===== src/rtl/hazard_stall_unit.sv =====
`default_nettype none
// ============================================================================
// Module      : hazard_stall_unit
// Description : Load-use interlock and EX/MEM/WB destination tracker that
//               feeds the forwarding unit.
// Revision    : 1.0 - initial release
// ============================================================================
module hazard_stall_unit #(
    parameter int REG_ADDR_W = 5,
    parameter int LOAD_LAT   = 1,
    parameter int CNT_W      = 16
) (
    input  logic                  clock,
    input  logic                  reset_n,
    input  logic                  id_valid,
    input  logic [REG_ADDR_W-1:0] id_rs,
    input  logic [REG_ADDR_W-1:0] id_rt,
    input  logic                  id_uses_rt,
    input  logic                  id_regwrite,
    input  logic                  id_memread,
    input  logic [REG_ADDR_W-1:0] id_rd,
    input  logic                  flush,
    output logic                  pc_write,
    output logic                  ifid_write,
    output logic                  idex_bubble,
    output logic                  exmem_regwrite,
    output logic [REG_ADDR_W-1:0] exmem_rd,
    output logic                  memwb_regwrite,
    output logic [REG_ADDR_W-1:0] memwb_rd,
    output logic [CNT_W-1:0]      stall_cycles
);

    localparam logic [0:0]       c_stRun   = 1'b0;
    localparam logic [0:0]       c_stStall = 1'b1;
    localparam logic [1:0]       c_cntInit = 2'(LOAD_LAT - 1);
    localparam logic [CNT_W-1:0] c_cntMax  = '1;
    localparam logic [CNT_W-1:0] c_cntOne  = {{(CNT_W-1){1'b0}}, 1'b1};

    logic [0:0]            r_state;
    logic [1:0]            r_cnt;
    logic                  r_exRegwrite;
    logic                  r_exMemread;
    logic [REG_ADDR_W-1:0] r_exRd;
    logic                  r_memRegwrite;
    logic [REG_ADDR_W-1:0] r_memRd;
    logic                  r_wbRegwrite;
    logic [REG_ADDR_W-1:0] r_wbRd;
    logic [CNT_W-1:0]      r_stallCycles;

    logic w_hazard;
    logic w_stall;

    always_comb begin
        w_hazard = id_valid && r_exMemread && r_exRegwrite &&
                   ((r_exRd == id_rs) || (id_uses_rt && (r_exRd == id_rt)));
        // flush always wins: the squashed instruction must not hold the front end
        w_stall  = !flush && (((r_state == c_stRun) && w_hazard) || (r_state == c_stStall));
    end

    assign pc_write       = !w_stall;
    assign ifid_write     = !w_stall;
    assign idex_bubble    = w_stall || flush;
    assign exmem_regwrite = r_memRegwrite;
    assign exmem_rd       = r_memRd;
    assign memwb_regwrite = r_wbRegwrite;
    assign memwb_rd       = r_wbRd;
    assign stall_cycles   = r_stallCycles;

    always_ff @(posedge clock) begin
        if (!reset_n) begin
            r_state       <= c_stRun;
            r_cnt         <= '0;
            r_exRegwrite  <= 1'b0;
            r_exMemread   <= 1'b0;
            r_exRd        <= '0;
            r_memRegwrite <= 1'b0;
            r_memRd       <= '0;
            r_wbRegwrite  <= 1'b0;
            r_wbRd        <= '0;
            r_stallCycles <= '0;
        end else begin
            r_wbRegwrite  <= r_memRegwrite;
            r_wbRd        <= r_memRd;
            r_memRegwrite <= r_exRegwrite;
            r_memRd       <= r_exRd;

            if (w_stall || flush || !id_valid) begin
                r_exRegwrite <= 1'b0;
                r_exMemread  <= 1'b0;
                r_exRd       <= '0;
            end else begin
                // $0 is never a hazard or forwarding source
                r_exRegwrite <= id_regwrite && (id_rd != '0);
                r_exMemread  <= id_memread;
                r_exRd       <= id_rd;
            end

            if (w_stall && (r_stallCycles != c_cntMax)) begin
                r_stallCycles <= r_stallCycles + c_cntOne;
            end

            if (flush) begin
                r_state <= c_stRun;
                r_cnt   <= '0;
            end else if (r_state == c_stRun) begin
                // single-cycle latency needs no FSM: the load leaves EX after one bubble
                if (w_hazard && (LOAD_LAT > 1)) begin
                    r_state <= c_stStall;
                    r_cnt   <= c_cntInit;
                end
            end else begin
                r_cnt <= r_cnt - 2'd1;
                if (r_cnt == 2'd1) begin
                    r_state <= c_stRun;
                end
            end
        end
    end

endmodule
`default_nettype wire

===== config.mk =====
export PLATFORM = sky130hd
export DESIGN_NAME = hazard_stall_unit
export DESIGN_NICKNAME = d
export VERILOG_FILES = /design/src/rtl/hazard_stall_unit.sv
export SDC_FILE = /design/constraint.sdc
export NUM_CORES = 1
export LEC_CHECK = 0
export BUFFER_PORTS_ARGS = -buffer_cell sky130_fd_sc_hd__buf_2
export CORE_ASPECT_RATIO = 0.7
export CORE_MARGIN = 2
export CORE_UTILIZATION = 53
export DETAILED_ROUTE_END_ITERATION = 8
export HOLD_SLACK_MARGIN = 0.06
export MAX_ROUTING_LAYER = met4
export PLACE_DENSITY = 0.8
export SYNTH_ARGS = -nofsm -noshare
export SYNTH_HDL_FRONTEND = slang
export SYNTH_SLANG_ARGS = --single-unit

===== constraint.sdc =====
create_clock -name clock -period 3 [get_ports clock]
set_input_delay 0.3 -clock clock [delete_from_list [all_inputs] [get_ports clock]]
set_output_delay 0.3 -clock clock [all_outputs]
set_load 0.01 [all_outputs]

### Yosys cells after proc, flatten, opt, wreduce, memory -nomap -nowiden

Index checks and enable logic that the tools add are counted.

| cells by class | value |
|---|---|
| $add $sub $neg | 2 |
| eq/ne operators | 4 |
| mux-type cells | 1 |
| bitwise gates (word level) | 2 |
| reduce and logical (&&, ||, !) cells | 19 |

Operators by type and width:

| operator | count |
|---|---|
| 16-bit by 1-bit adder with 16-bit output (second input constant) | 1 |
| 16-bit inequality test (second input constant) | 1 |
| 5-bit equality test | 2 |
| 1-bit logical AND | 8 |
| 5-bit nonzero test | 1 |
| 1-bit logical OR | 4 |
| 2-bit OR reduction | 2 |
| 1-bit zero test | 3 |
| 3-bit OR reduction | 1 |
| 2-bit by 1-bit equality test with 1-bit output (second input constant) | 1 |
| 1-bit inverter | 2 |
| 2-bit by 1-bit subtractor with 2-bit output (second input constant) | 1 |
| 1-bit two-way mux | 1 |

| storage, ports and cells | value |
|---|---|
| bits in registers | 38 |
| bits of input ports | 22 |
| output and inout port bits | 31 |
| logic and storage cells | 38 |

### Longest topological paths before layout

Gate-level depths: netlist of run 1.

| depth | value |
|---|---|
| depth after elaboration | 10 |
| mapped depth | 8 |
| depth with buffers taken out | 7 |

### Worst setup path before layout of run 1

OpenSTA, ideal clock, no wires.

| timing path | value |
|---|---|
| path type | register to output |
| start | reg r_exRd[1] |
| end | out pc_write |
| data arrival time | 1.506 ns |
| data required time | 2.700 ns |
| path slack | 1.194 ns |
| stages on the path, launching flop included | 8 |
| buffers on the path | 3 |
| path through | dfxtp_1 -> xor2_1 -> nor4_2 -> and3_2 -> a21oi_4 -> buf_6 -> buf_2 -> buf_4 |

| on the way | value |
|---|---|
| cells in the longest elaborated chain, start to end | 8 |
| elaborated cells on any way between the ends | 9 |
| those cells by class | 2 x eq/ne; 7 x reduce/logical |

Ends and longest elaborated chain:

| item | line | RTL |
|---|---|---|
| start, declared | 43 | `logic [REG_ADDR_W-1:0] r_exRd;` |
| start signal, assigned | 95 | `r_exRd <= id_rd;` |
| 5-bit equality test | 55 | `((r_exRd == id_rs) \|\| (id_uses_rt && (r_exRd == id_rt)));` |
| 1-bit logical AND | 55 |  |
| 1-bit logical OR (*) | 55 |  |
| 1-bit logical AND (*) | 54 | `w_hazard = id_valid && r_exMemread && r_exRegwrite &&` |
| 1-bit logical AND (*) | 57 | `w_stall = !flush && (((r_state == c_stRun) && w_hazard) \|\| (r_state == c_stStall));` |
| 1-bit logical OR (*) | 57 |  |
| 1-bit logical AND (*) | 57 |  |
| 1-bit zero test (*) | n/a |  |
| end, declared | 23 | `output logic pc_write,` |

Mark *: on every way between the ends. The rest lies on a longest branch, timed or not.

### Worst setup path after layout of run 1

| timing path | value |
|---|---|
| start | reg r_exRd[1] |
| end | out ifid_write |

| on the way | value |
|---|---|
| cells in the longest elaborated chain, start to end | 8 |
| elaborated cells on any way between the ends | 9 |
| those cells by class | 2 x eq/ne; 7 x reduce/logical |

Ends and longest elaborated chain:

| item | line | RTL |
|---|---|---|
| 5-bit equality test | 55 |  |
| 1-bit logical AND | 55 |  |
| 1-bit logical OR (*) | 55 |  |
| 1-bit logical AND (*) | 54 |  |
| 1-bit logical AND (*) | 57 |  |
| 1-bit logical OR (*) | 57 |  |
| 1-bit logical AND (*) | 57 |  |
| 1-bit zero test (*) | 61 | `assign ifid_write = !w_stall;` |
| end, declared | 24 | `output logic ifid_write,` |

Marked as above.

==> flow_summary.toml, run 1 <==
[global_route]
first_global_vias = 1386
track_usage_pct = 22.7
grt_max_degree = 30
overflow = 0
antenna_found_initial = 0
grt_pass1_wl_um = 6020

[setup_path]
reg2reg_slack_ps = 1010
crit_path_end_kind = "primary output"
worstSetupPathType = "reg -> out"
cp.arrival_ps = 1950
crit_required_ps = 2700
cp-start-kind = "register"
critPathMaxFanout = 29

[pwr]
seqPwrFrac_pct = 46.8
ir_drop_mv = 0.413
internal-power_w = 0.000885
pwr_density_cell_mw_per_mm2 = 536
clkPwrFrac_pct = 49.1
cellLeakagePower_nw = 0.883
swShare_pct = 19.1
power.switching_w = 0.000209
combPwrFrac_pct = 4.1

[clock_network]
clockBufferDepth = 2
cts_resized = 0
root_buffer = "clkbuf_8"
htreeDepth = 2
clkTransAtPathRegs_ps = 70
tritoncts = "done"
clk_latency_ps = 290
cts_setup_buffers = 0
holdBufCountCts = 0
cts_sinks = 38
cts_inserted_buffers = 5

[synth]
synth-main-ff-cell = "dfxtp_1"
synth_cell_types = 33
async_flop_share_pct = 0
ys_ff_latch = 38
synth_nets = 201
seq_area_frac_synth_pct = 46.8
synth-edff-count = 0
yosys_warnings = 0
syn_inst = 177
netlist_area_mm2 = 0.00163
avgSynthCellArea_um2 = 9.18

[finish]
nNetsFinal = 254
drive_gt1_share_pct = 27.3
stdcell_count = 267
areaGrowthSynthToFinish_pct = 25.4
regArea_um2 = 761
fillCellCount = 217
n_antenna_cell = 0
multi_input_area_um2 = 815

[timing]
hold_viol = 0
tightestPinTransition_ps = 856
layout_min_cycle_time_ps = 2250
final.period_utilization_pct = 74.9
slew_viol_final = 0
tns_ps = 0
finalSetupViolCount = 0
skew_ps = 2.69
maxSlewHeadroom_pct = 42.1
grt_setup_unrepaired = "no"
fmax_ghz = 0.445

[die]
ioPinCount = 53
rows = 16
die-area_mm2 = 0.00353
die_w_um = 70.2
initial_core_util_pct = 56.8
dieHeight_um = 50.3
placeableCoreArea_mm2 = 0.00286

[routing]
vias = 1438
vias_per_cell = 5.39
drtIter0Drc = 93
firstDrtPassIters = 4
drtAntennaViolNets = 0
routed_wl_um = 3570
drc_errors = 0
wire_per_inst_um = 13.4

[worst_hold_path]
hold_class = "in -> reg"

[outcome]
status = "finished clean"

[job]
maxCapViolations = 0

[placed_design]
port_buffers = 52
dp.cells = 259
detailed_place_hpwl_um = 2540
place.gp.congestion = 0.857
==> layer usage <==
metal / up-vias / part of all wire [%] / GRT usage, %
li1: 724 / - / -
met1: 657 / 46 / 26.9
met2: 55 / 46 / 36.5
met3: 2 / 7.3 / 8.43
met4: 0 / 0.45 / 6.73
met5: - / 0 / -
==> cell usage after synthesis, types with 2 or more instances <==
cell	number	area share, %
xor2_1	9	4.9
a21oi_1	10	3.1
nor3b_1	2	0.92
xnor2_1	2	1.1
mux2i_1	5	3.1
nand2_1	15	3.5
nor3_1	4	1.2
nand2b_1	3	1.2
nor2_1	7	1.6
or3_1	11	4.2
inv_1	3	0.69
nand4_1	7	2.7
o31a_1	2	1.1
clkbuf_1	3	0.69
nand3_1	7	2.2
and3_1	3	1.2
dfxtp_1	38	47
ha_1	2	1.5
nor4_1	2	0.77
o21ai_0	9	2.8
o21a_1	4	1.8
and2_1	18	6.9
==> cell usage in the layout, fill, tap and decap left out, drive strengths merged <==
master,instances
nand2b,3
nor3b,2
bufinv,2
mux2i,5
a32o,1
and3,4
nand2,15
o31a,2
o21ai,9
nor3,4
xor2,9
nor2,7
or3,11
ha,2
o311a,1
nor4b,1
xnor2,2
clkinv,1
nor4,3
nand3,7
and2,18
a21oi,11
dfxtp,38
buf,52
and2b,1
inv,3
clkbuf,6
o21a,4
nand4,7
==> cell families after synthesis <==
logic type      Yosys count  share of synthesized area, %
xor+xnor                 11                          5.93
simple gates             83                          28.6
mux                       5                          3.08
fa+ha+maj                 2                          1.54
buf+inv                  10                          3.08
compound gates           28                          11.0
flops                    38                          46.8
==> worst max-delay path, stage by stage (launching register included) <==
cell and delay (ps):
dfxtp_1 390, xor2_1 200, nor4_2 80, and3_2 230, a21oi_4 490, buf_2 240
==> power groups by stage <==
stage               registers [W]  clock network (W)  logic [W]
floorplan                0.000524                  0  0.0000209
global placement         0.000523                  0  0.0000436
detailed placement       0.000523                  0  0.0000452
CTS                      0.000512           0.000546  0.0000454
global route             0.000512           0.000566  0.0000499
finish                   0.000512           0.000537  0.0000448
==> sequential cells by signal (all words and copies together) (netlist names) <==
| signal | cells |
|---|---|
| stall_cycles | 16 |
| exmem_rd | 5 |
| memwb_rd | 5 |
| r_exRd | 5 |
| r_cnt | 2 |
| exmem_regwrite | 1 |
| memwb_regwrite | 1 |
| r_exMemread | 1 |
| r_exRegwrite | 1 |
| r_state | 1 |
==> area by class of cell <==
cell class	count	area share (%)
clock inverter	2	2.95
timing repair buffer	52	12.8
sequential	38	37.3
multi-input combinational	129	40.0
tap	36	2.21
inverter	4	0.737
clock buffer	6	4.05
==> path summary, 6_finish.rpt <==
path | from | to | depth (start not counted)
worst max-delay path | r_exRd[1] | ifid_write | 5
worst min-delay path | id_memread | r_exMemread | 2
worst min register to register | exmem_regwrite | memwb_regwrite | 1
worst max register to register | stall_cycles[6] | stall_cycles[8] | 6
==> stage by stage <==
step / setup WS, ps / total power [W] / utilization, % / hold slack [ps] / area [µm²]
finish: 753 / 0.00109 / 71.2 / 213 / 2040
global route: 624 / 0.00113 / 71.2 / 220 / 2040
CTS: 742 / 0.00110 / 71.2 / 206 / 2040
detailed placement: 1020 / 0.000569 / 66.2 / 444 / 1900
global placement: 1120 / 0.000567 / 66.2 / 442 / 1900
floorplan: 1190 / 0.000545 / - / 422 / 1630
No activity file was read; power rests on OpenSTA's default activity.
==> inputs of run 2 (changes only) <==
--- a/config.mk
+++ b/config.mk
@@ -8,11 +8,11 @@
 export BUFFER_PORTS_ARGS = -buffer_cell sky130_fd_sc_hd__buf_2
 export CORE_ASPECT_RATIO = 0.7
 export CORE_MARGIN = 2
-export CORE_UTILIZATION = 53
+export CORE_UTILIZATION = 49
 export DETAILED_ROUTE_END_ITERATION = 8
 export HOLD_SLACK_MARGIN = 0.06
 export MAX_ROUTING_LAYER = met4
-export PLACE_DENSITY = 0.8
+export PLACE_DENSITY = 0.75
 export SYNTH_ARGS = -nofsm -noshare
 export SYNTH_HDL_FRONTEND = slang
 export SYNTH_SLANG_ARGS = --single-unit
==> constraint.sdc (replaced) <==
create_clock -name clock -period 2.26 [get_ports clock]
set_input_delay 0.226 -clock clock [delete_from_list [all_inputs] [get_ports clock]]
set_output_delay 0.226 -clock clock [all_outputs]
set_load 0.01 [all_outputs]
==> flow_summary.toml, run 2 (synthesized netlist as in run 1, its figures left out) <==
[clock_network]
clkTransAtPathRegs_ps = 70
clockBufferDepth = 2
cts_setup_buffers = 0
root_buffer = "clkbuf_8"
holdBufCountCts = 0
clk_latency_ps = 290
tritoncts = "done"
cts_inserted_buffers = 5
cts_resized = 0
cts_sinks = 38
htreeDepth = 2

[global_route]
first_global_vias = 1274
overflow = 0
grt_max_degree = 30
track_usage_pct = 20.7
grt_pass1_wl_um = 5650
antenna_found_initial = 0

[routing]
vias = 1438
routed_wl_um = 3580
drc_errors = 0
drtAntennaViolNets = 0
vias_per_cell = 5.31
wire_per_inst_um = 13.2
firstDrtPassIters = 4
drtIter0Drc = 93

[setup_path]
r2r_cells = 6
cpPeakStageDelay_ps = 390
worstSetupPathType = "reg -> out"
timing.rr.end = "stall_cycles[10]"
reg2reg_slack_ps = 350
path_cells = "xor2_1 > nor3_1 > a32o_1 > a21oi_4 > buf_2"
timing.rr.start = "r_exRd[1]"
crit_required_ps = 2030
crit_path_end_kind = "primary output"
worst_path_max_delay_cell = "dfxtp_1"
critPathMaxFanout = 15
cp-start-kind = "register"
cp.arrival_ps = 1770

[timing]
tightestPinTransition_ps = 845
timing.hold.ws_ps = 138
grt_setup_unrepaired = "no"
fmax_ghz = 0.502
finalSetupViolCount = 0
fin_ws_ps = 268
final.period_utilization_pct = 88.1
slew_viol_final = 0
hold_viol = 0
layout_min_cycle_time_ps = 1990
tns_ps = 0
skew_ps = 6.50
maxSlewHeadroom_pct = 42.9

[placed_design]
detailed_place_hpwl_um = 2480
port_buffers = 52
dp_worst_setup_slack_ps = 383
dp.cells = 262
place.gp.congestion = 0.830

[worst_hold_path]
min_from = "id_memread"
min_path_cells = 2
hold_class = "in -> reg"
whs_endpoint = "r_exMemread"

[finish]
final_util_pct = 65.3
nNetsFinal = 256
mostFrequentLayoutCell = "buf_2"
largest_reg_flops = 16
areaGrowthSynthToFinish_pct = 26.6
drive_gt1_share_pct = 27.9
n_antenna_cell = 0
final_cell_mix = "buf_2, dfxtp_1, and2_1"
stdcell_count = 271

[die]
ioPinCount = 53
placeableCoreArea_mm2 = 0.00315
die_w_um = 72.8
initial_core_util_pct = 51.6
die-area_mm2 = 0.00380
rows = 17
dieHeight_um = 52.2

[pwr]
pwr_density_cell_mw_per_mm2 = 704
ir_drop_mv = 0.456
cellLeakagePower_nw = 0.889

[outcome]
status = "finished clean"

[job]
maxCapViolations = 0
-- run 2: changes by cell type in the layout (fill, tap and decap cells not counted) --
cell / delta
buf_4: +1
a21oi_2: +1
-- run 2: critical path: cells and delay by family, from the launching register on --
| kind | cells | cell delay [ps] |
|---|---|---|
| flip-flops | 1 | 390 |
| AND/OR/NAND/NOR | 1 | 80 |
| XOR/XNOR | 1 | 190 |
| buffers and inverters | 1 | 210 |
| AO/OA/AOI/OAI | 2 | 610 |
-- run 2: worst max path at each step --
stage | slack (ps) | cells past startpoint | endpoint | from
2_1_floorplan | 530 | 7 | pc_write | r_exRd[1]
3_3_place_gp | 390 | 6 | stall_cycles[1] | r_exRd[3]
3_5_place_dp | 380 | 6 | r_exRegwrite | r_exRd[3]
4_1_cts | 120 | 5 | pc_write | r_exRd[3]
5_1_grt | 150 | 6 | r_exRegwrite | r_exRd[3]
6_report | 270 | 5 | pc_write | r_exRd[1]
-- run 2: per-layer routing --
metal	vias up	GRT usage, %	share of wire (%)
met5	-	-	0
met4	0	10.2	1.3
met3	7	6.35	6.3
met2	44	28.9	42
met1	655	27.1	50
li1	732	-	-
-- run 2: layout make-up --
class / instances / area (µm²)
Clock inverter: 2 / 60.1
Fill cell: 271 / 1090
Timing Repair Buffer: 53 / 268
Sequential cell: 38 / 761
Tap cell: 38 / 47.5
Inverter: 4 / 15.0
Clock buffer: 6 / 82.6
Multi-Input combinational cell: 130 / 823
-- run 2: through the flow --
step                      total power (W)  area [µm²]
after detailed placement         0.000757        1910
after global routing              0.00149        2060
after global placement           0.000756        1910
after floorplan                  0.000723        1630
final                             0.00145        2060
after CTS                         0.00146        2050
-- run 2: where the power goes --
| part | leakage, nW | switching, W | total, W | internal, W |
|---|---|---|---|---|
| combinational | 0.511 | 0.0000323 | 0.0000619 | 0.0000296 |
| sequential | 0.307 | 0.00000386 | 0.000679 | 0.000675 |
| clock | 0.0714 | 0.000237 | 0.000707 | 0.000471 |
| total | 0.889 | 0.000273 | 0.00145 | 0.00118 |
==> inputs of run 3 (changes only) <==
--- a/config.mk
+++ b/config.mk
@@ -8,11 +8,11 @@
 export BUFFER_PORTS_ARGS = -buffer_cell sky130_fd_sc_hd__buf_2
 export CORE_ASPECT_RATIO = 0.7
 export CORE_MARGIN = 2
-export CORE_UTILIZATION = 49
+export CORE_UTILIZATION = 45
 export DETAILED_ROUTE_END_ITERATION = 8
 export HOLD_SLACK_MARGIN = 0.06
 export MAX_ROUTING_LAYER = met4
-export PLACE_DENSITY = 0.75
+export PLACE_DENSITY = 0.72
 export SYNTH_ARGS = -nofsm -noshare
 export SYNTH_HDL_FRONTEND = slang
 export SYNTH_SLANG_ARGS = --single-unit
==> constraint.sdc (replaced) <==
create_clock -name clock -period 1.6 [get_ports clock]
set_input_delay 0.16 -clock clock [delete_from_list [all_inputs] [get_ports clock]]
set_output_delay 0.16 -clock clock [all_outputs]
set_load 0.01 [all_outputs]
==> flow_summary.toml, run 3 (synthesized netlist as in run 1, its figures left out) <==
[outcome]
status = "complete, but fails checks"
violations = "setup timing"

[die]
dieHeight_um = 54.3
die-area_mm2 = 0.00412
rows = 18
die_w_um = 75.8
initial_core_util_pct = 46.6
ioPinCount = 53
placeableCoreArea_mm2 = 0.00349

[timing]
layout_min_cycle_time_ps = 1860
tightestPinTransition_ps = 349
fin_ws_ps = -262
slew_viol_final = 0
timing.hold.ws_ps = 67.4
finalSetupViolCount = 19
maxSlewHeadroom_pct = 76.7
final.period_utilization_pct = 116
hold_viol = 0
fmax_ghz = 0.537
grt_setup_unrepaired = "yes"
tns_ps = -3910
skew_ps = 4.72

[clock_network]
root_buffer = "clkbuf_8"
cts_inserted_buffers = 5
clockBufferDepth = 2
clk_latency_ps = 290
htreeDepth = 2
clkTransAtPathRegs_ps = 80
tritoncts = "done"
holdBufCountCts = 0
cts_sinks = 38

[finish]
final_cell_mix = "buf_2, dfxtp_1, buf_4"
stdcell_count = 317
fillCellCount = 259
mostFrequentLayoutCell = "buf_2"
regArea_um2 = 774
areaGrowthSynthToFinish_pct = 53.4
multi_input_area_um2 = 976
n_antenna_cell = 0
fin_area_mm2 = 0.00249
nNetsFinal = 290
largest_reg_flops = 16
drive_gt1_share_pct = 44.6

[placed_design]
port_buffers = 52
place.gp.congestion = 0.793
detailed_place_hpwl_um = 2880
place_area_mm2 = 0.00211
dp.cells = 298

[setup_path]
cp.arrival_ps = 2090
setup.worst_path.start = "r_exRd[2]"
timing.rr.end = "stall_cycles[6]"
reg2reg_slack_ps = -260
cp-start-kind = "register"
crit_required_ps = 1820
crit_path_end_kind = "register"
critPathMaxFanout = 7
worstSetupPathType = "reg -> reg"
r2r_cells = 7
timing.rr.start = "r_exRd[2]"
endpoint = "stall_cycles[6]"

[global_route]
first_global_vias = 1540
grt_pass1_wl_um = 7160
antenna_found_initial = 0
track_usage_pct = 24.9
overflow = 0
grt_max_degree = 14

[routing]
vias = 1640
drtAntennaViolNets = 0
routed_wl_um = 4690
vias_per_cell = 5.17
firstDrtPassIters = 4
drc_errors = 0
drtIter0Drc = 100
wire_per_inst_um = 14.8

[pwr]
ir_drop_mv = 0.527
cellLeakagePower_nw = 1.08
power_w = 0.00189
pwr_density_cell_mw_per_mm2 = 757

[worst_hold_path]
hold_class = "in -> reg"
min_path_cells = 2

[job]
maxCapViolations = 0
==> run 3: cell types whose count changed in the layout (fill, tap and decap cells not counted), sizes merged <==
| cell | previous run | this run |
|---|---|---|
| buf | 53 | 85 |
| clkbuf | 6 | 5 |
| a21oi | 12 | 14 |
| clkinvlp | 0 | 2 |
| bufinv | 2 | 1 |
==> run 3: per-layer routing <==
metal | routed length [µm] | track usage (%)
met1 | 2160 | 33.1
met2 | 2160 | 36.9
met3 | 263 | 5.34
met4 | 105 | 9.94
met5 | 0 | -
==> run 3: stage by stage <==
step	utilization, %	setup slack [ps]
global placement	60.5	-220
floorplan	-	-63.1
global route	71.4	-353
CTS	69.6	-258
finish	71.4	-262
detailed placement	60.5	-287
==> run 3: cell type report <==
class	instances	area share (%)
Sequential cell	38	31.1
Timing Repair Buffer	85	22.1
Multi-Input combinational cell	132	39.1
Inverter	4	0.602
Tap cell	50	2.51
Clock inverter	3	1.81
Clock buffer	5	2.76
==> run 3: critical path: stages (launching register included) <==
cell and delay [ps]:
dfxtp_2 350, xor2_2 160, nor4_4 300, and3_4 260, buf_12 120, a21oi_4 80, or3_1 380, a21oi_2 150
==> run 3: worst min path at each step <==
| stage | slack [ps] | end | startpoint |
|---|---|---|---|
| after floorplan | 280 | r_exRd[2] | id_rd[2] |
| after global placement | 360 | r_exMemread | id_memread |
| after detailed placement | 370 | r_exMemread | id_memread |
| after CTS | 60 | r_exMemread | id_memread |
| after global routing | 70 | r_exMemread | id_memread |
| final | 70 | r_exMemread | id_memread |
==> run 3: what timing repair did <==
action / 4_1_cts / 5_1_grt
setup endpoints to repair: 25 / 26
cloned: 3 / 0
gates resized for setup: 20 / 12
setup buffers: 9 / 0
pin swaps: 20 / 9
==> run 3: power by group <==
group	switching (W)	internal (W)
registers	0.00000630	0.000950
clock network	0.000356	0.000464
logic	0.0000586	0.0000522
total	0.000421	0.00147
